File: src/rtl/sync_down_counter.sv
// Modulo-MODULUS down counter built from per-bit JK flip-flops with parallel load,
// count enable, a combinational zero flag and a registered borrow pulse on wrap.
module sync_down_counter #(
  parameter int unsigned WIDTH   = 3,
  parameter int unsigned MODULUS = 8
) (
  input  logic             clk,
  input  logic             clear,
  input  logic             en,
  input  logic             load,
  input  logic [WIDTH-1:0] load_val,
  output logic [WIDTH-1:0] Q,
  output logic             zero,
  output logic             borrow
);

  localparam logic [WIDTH-1:0] MaxVal  = WIDTH'(MODULUS - 1);
  localparam logic [WIDTH:0]   ModWide = (WIDTH + 1)'(MODULUS);
  localparam bit               PowTwo  = ((MODULUS & (MODULUS - 1)) == 0);

  if (WIDTH < 2 || WIDTH > 8) begin : g_bad_width
    $error("sync_down_counter: WIDTH must be in 2..8");
  end
  if (MODULUS < 2 || MODULUS > (1 << WIDTH)) begin : g_bad_modulus
    $error("sync_down_counter: MODULUS must be in 2..2**WIDTH");
  end

  logic [WIDTH-1:0] q_q, q_d;
  logic [WIDTH-1:0] j, k;
  logic [WIDTH-1:0] load_clamped;
  logic             borrow_q, borrow_d;
  logic             q_is_zero;
  logic             lower_zero;

  assign q_is_zero    = (q_q == '0);
  assign load_clamped = ({1'b0, load_val} < ModWide) ? load_val : MaxVal;

  always_comb begin
    j          = '0;
    k          = '0;
    lower_zero = 1'b1;
    if (load) begin
      j = load_clamped;
      k = ~load_clamped;
    end else if (en) begin
      if (q_is_zero && !PowTwo) begin
        // Non power-of-two wrap: steer every bit straight to MODULUS-1.
        j = MaxVal;
        k = ~MaxVal;
      end else begin
        for (int i = 0; i < int'(WIDTH); i++) begin
          j[i]       = lower_zero;
          k[i]       = lower_zero;
          lower_zero = lower_zero & ~q_q[i];
        end
      end
    end
    q_d      = (j & ~q_q) | (~k & q_q);
    borrow_d = en & ~load & q_is_zero;
  end

  always_ff @(posedge clk) begin
    if (clear) begin
      q_q      <= '0;
      borrow_q <= 1'b0;
    end else begin
      q_q      <= q_d;
      borrow_q <= borrow_d;
    end
  end

  assign Q      = q_q;
  assign zero   = q_is_zero;
  assign borrow = borrow_q;

endmodule
File: config.mk
export PLATFORM = sky130hd
export DESIGN_NAME = sync_down_counter
export DESIGN_NICKNAME = d
export VERILOG_FILES = /design/src/rtl/sync_down_counter.sv
export SDC_FILE = /design/constraint.sdc
export NUM_CORES = 1
export LEC_CHECK = 0
export CAP_MARGIN = 25
export CORE_AREA = 2 2 39 41
export CTS_CLUSTER_SIZE = 24
export DETAILED_ROUTE_END_ITERATION = 8
export DIE_AREA = 0 0 41 43
export SYNTH_ARGS = -nofsm -noshare
export SYNTH_HDL_FRONTEND = slang
export SYNTH_SLANG_ARGS = --single-unit
export TNS_END_PERCENT = 20
File: constraint.sdc
create_clock -name clk -period 1.15 [get_ports clk]
set_input_delay 0.2875 -clock clk [delete_from_list [all_inputs] [get_ports clk]]
set_output_delay 0.2875 -clock clk [all_outputs]
set_load 0.03 [all_outputs]
* Word level (Yosys, flattened, before mapping)
Index checks and enable logic that the tools add are counted.
Operators by class: mux-type cells 3, bitwise gates (word level) 12, reduce and logical (&&, ||, !) cells 1
Operators with widths (count):
- $mux W3 | 3
- $not A3 Y3 | 3
- $and A3 B3 Y3 | 2
- $and A1 B1 Y1 | 3
- $logic_not A3 Y1 | 1
- $not A1 Y1 | 3
- $or A3 B3 Y3 | 1
Word-level totals: register bits 4, input bits 7, output and inout port bits 5, logic and storage cells 18

* Depth between registers and ports, before layout
depth in word-level cells 7, mapped depth 3

* Worst setup path before layout
OpenSTA, ideal clock, no wires.
path type reg-to-reg, start register q_q[0] (netlist: Q[0]), end register borrow_q (netlist: borrow), setup time 0.062 ns, arrival time 1.520 ns, data required time 1.088 ns, setup slack -0.432 ns, stages on the path, launching flop included 3, path buffers 0, period minus slack after synthesis 1.582 ns, cell sequence dfxtp_1 nor3_1 and3_2
On the way: cells in the longest elaborated chain, start to end 2
Ends and longest elaborated chain:
- start, declared | line 28 | logic [WIDTH-1:0] q_q, q_d;
- start signal, assigned | line 67 | q_q <= q_d;
- $logic_not A3 Y1 | line 35 | assign q_is_zero = (q_q == '0);
- named net zero | line 13 | output logic zero,
- $and A1 B1 Y1 | line 59 | borrow_d = en & ~load & q_is_zero;
- end signal, assigned | line 68 | borrow_q <= borrow_d;
- end, declared | line 31 | logic borrow_q, borrow_d;
The timed path passes the listed nets, and every way through them passes these cells. A chain may end at the register's enable or synchronous reset.

* Worst setup path after layout
start register q_q[1] (netlist: Q[1]), end output zero
On the way: cells in the longest elaborated chain, start to end 1
Ends and longest elaborated chain (line):
- $logic_not A3 Y1 | 35
- end, declared | 13
No other way between the ends.

==> results <==
## flip-flops by register name, indices dropped and copies added, names as in the netlist
| name | count |
|---|---|
| borrow | 1 |
| Q | 3 |
## worst max-delay path: stages (launching register included)
cell and delay [ps]:
dfxtp_4 340, nor3_4 190, buf_6 150
## placed cells by master (no fill, tap or decap), drive strengths merged
cell	netlist	routed
buf	0	7
clkdlybuf4s50	0	5
dfxtp	4	4
inv	3	3
clkbuf	0	3
nor2	2	2
xor2	2	2
a21oi	2	2
nor3	1	1
and3	1	1
mux2i	1	1
a21boi	1	1
nor3b	1	1
o31a	1	1
o21a	1	1
dlygate4sd2	0	1
## layout make-up
class,instances,share of cell area [%]
Tap cell,16,5.39
Timing Repair Buffer,13,32.0
Inverter,3,3.03
Sequential cell,4,23.2
Multi-Input combinational cell,13,30.3
Clock buffer,3,6.06
## final timing paths
kind | startpoint | end | cells after the start
max | Q[1] | zero | 2
min | en | borrow | 2
max reg2reg | Q[1] | Q[2] | 4
min reg2reg | Q[1] | borrow | 2
## kinds of logic (layout without fill, tap and decap cells)
logic type / after synthesis / in the layout / synth area share [%]
AOI/OAI and AO/OA: 5 / 5 / 18.8
and+or+nand+nor: 5 / 5 / 17.4
DFF: 4 / 4 / 43.0
buffers and inverters: 3 / 19 / 6.04
xor gates and xnor gates: 2 / 2 / 9.40
muxes: 1 / 1 / 5.37
## layer usage
metal,global-route usage (%),share of wire [%],wire [µm]
met5,0,0,0
met4,6.00,0,0
met2,9.69,55,234
met3,6.28,10,43
met1,4.49,35,148
## repair_timing
item / CTS / global route
setup buffers: 1 / 0
pin swaps: 1 / 0
gates cloned: 0 / 0
setup endpoints to repair: 3 / 2
resized for setup: 8 / 0
hold buffers: 0 / 0
## power breakdown
part / internal (mW) / total, mW / switching [mW] / leakage (nW)
registers: 0.152 / 0.167 / 0.0153 / 0.0342
logic: 0.0714 / 0.134 / 0.0627 / 0.122
clock network: 0.116 / 0.169 / 0.0521 / 0.0138
==> impl_metrics.ini <==
[logic_synthesis]
synth_cell_types = 12
yosys-top-cells-area = dfxtp_1, xor2_1, nor3b_2, inv_1, a21oi_1
yosysWarnings = 0
synth_ff_type = dfxtp_1
ys_seq_elements = 4
yosysMostFrequentCell = dfxtp_1
synth_edf_count = 0
yosysTopAreaCellShare_pct = 43.0
seq_area_frac_synth_pct = 43.0
yosysTopAreaCell = dfxtp_1
synth_commonest_cells = dfxtp_1, inv_1, a21oi_1, nor2_1, xor2_1
syn_avg_cell_area_um2 = 9.32
synth_cells = 20
syn_nets = 27
async_flop_share_pct = 0
syn_area_um2 = 186

[pwr]
vdd_drop_max_uv = 266
powerDensity_nw_per_um2 = 1260
fin_total_pwr_mw = 0.469
power.leakage_nw = 0.170

[status]
violations = setup timing
status = finished with violations

[place]
placed_area_um2 = 323
place_congestion = 0.546
io_buffers = 11
place_ws_ps = -241
dp_hpwl_um = 352
place_inst = 48

[cells_and_area]
nets = 45
drive_gt1_share_pct = 47.2
final_core_util_pct = 26.9
num-fill-cells = 149
area_delta_synth_final_pct = 99.3
antenna_cells = 0
multiInputGateArea_um2 = 113
design_area_um2 = 372
layout.cells.non_filler = 52
seq_area_um2 = 86.3

[timing]
finalHoldViolCount = 0
worst_pin_slew_ps = 226
fin_worst_skew_ps = 2.27
rsz0062_at_grt = yes
setup_violations = 1
fin_crit_sh_pct = 105
slew-limit-headroom_pct = 84.9
fin_tns_setup_ps = -52.1
hold_ws_ps = 523
period_needed_ps = 1200
slew_violations = 0
fmax_ghz = 0.832
setup_ws_ps = -52.1

[clocking]
tritoncts = built
path_clk_slew_ps = 40
cts_sinks = 4
root_buffer = clkbuf_4
numCtsBuffers = 3
h-tree-depth = 1
cts_buffer_depth = 2
clk_latency_ps = 230

[grt]
antenna_found_initial = 0
grt_pass1_vias = 188
grt_pass1_wl_um = 662
grt.overflow.total = 0
grt_use_total_pct = 6.62
grt_max_degree = 7

[drt]
wirelength_um = 426
viasPerCell = 3.73
drc_errors = 0
ant_nets = 0
wire_per_inst_um = 8.19
first_pass_iters = 1
vias = 194
drtIter0Drc = 0

[floorplan]
fp.dieArea_um2 = 1760
start_util_pct = 13.5
die_y_um = 43
die_w_um = 41
core_area_um2 = 1380
num_rows = 14
ioPinCount = 12

[critical_path]
r2r_slack_ps = 110
path_max_fanout = 2
arrival_ps = 910
crit_required_ps = 860
crit_path_start_kind = flip-flop
cp-end-kind = primary output
crit_type = reg -> out

[run]
maxCapViolations = 0

[worst_hold_path]
hold_class = in -> reg
No activity file was read; power rests on OpenSTA's default activity.
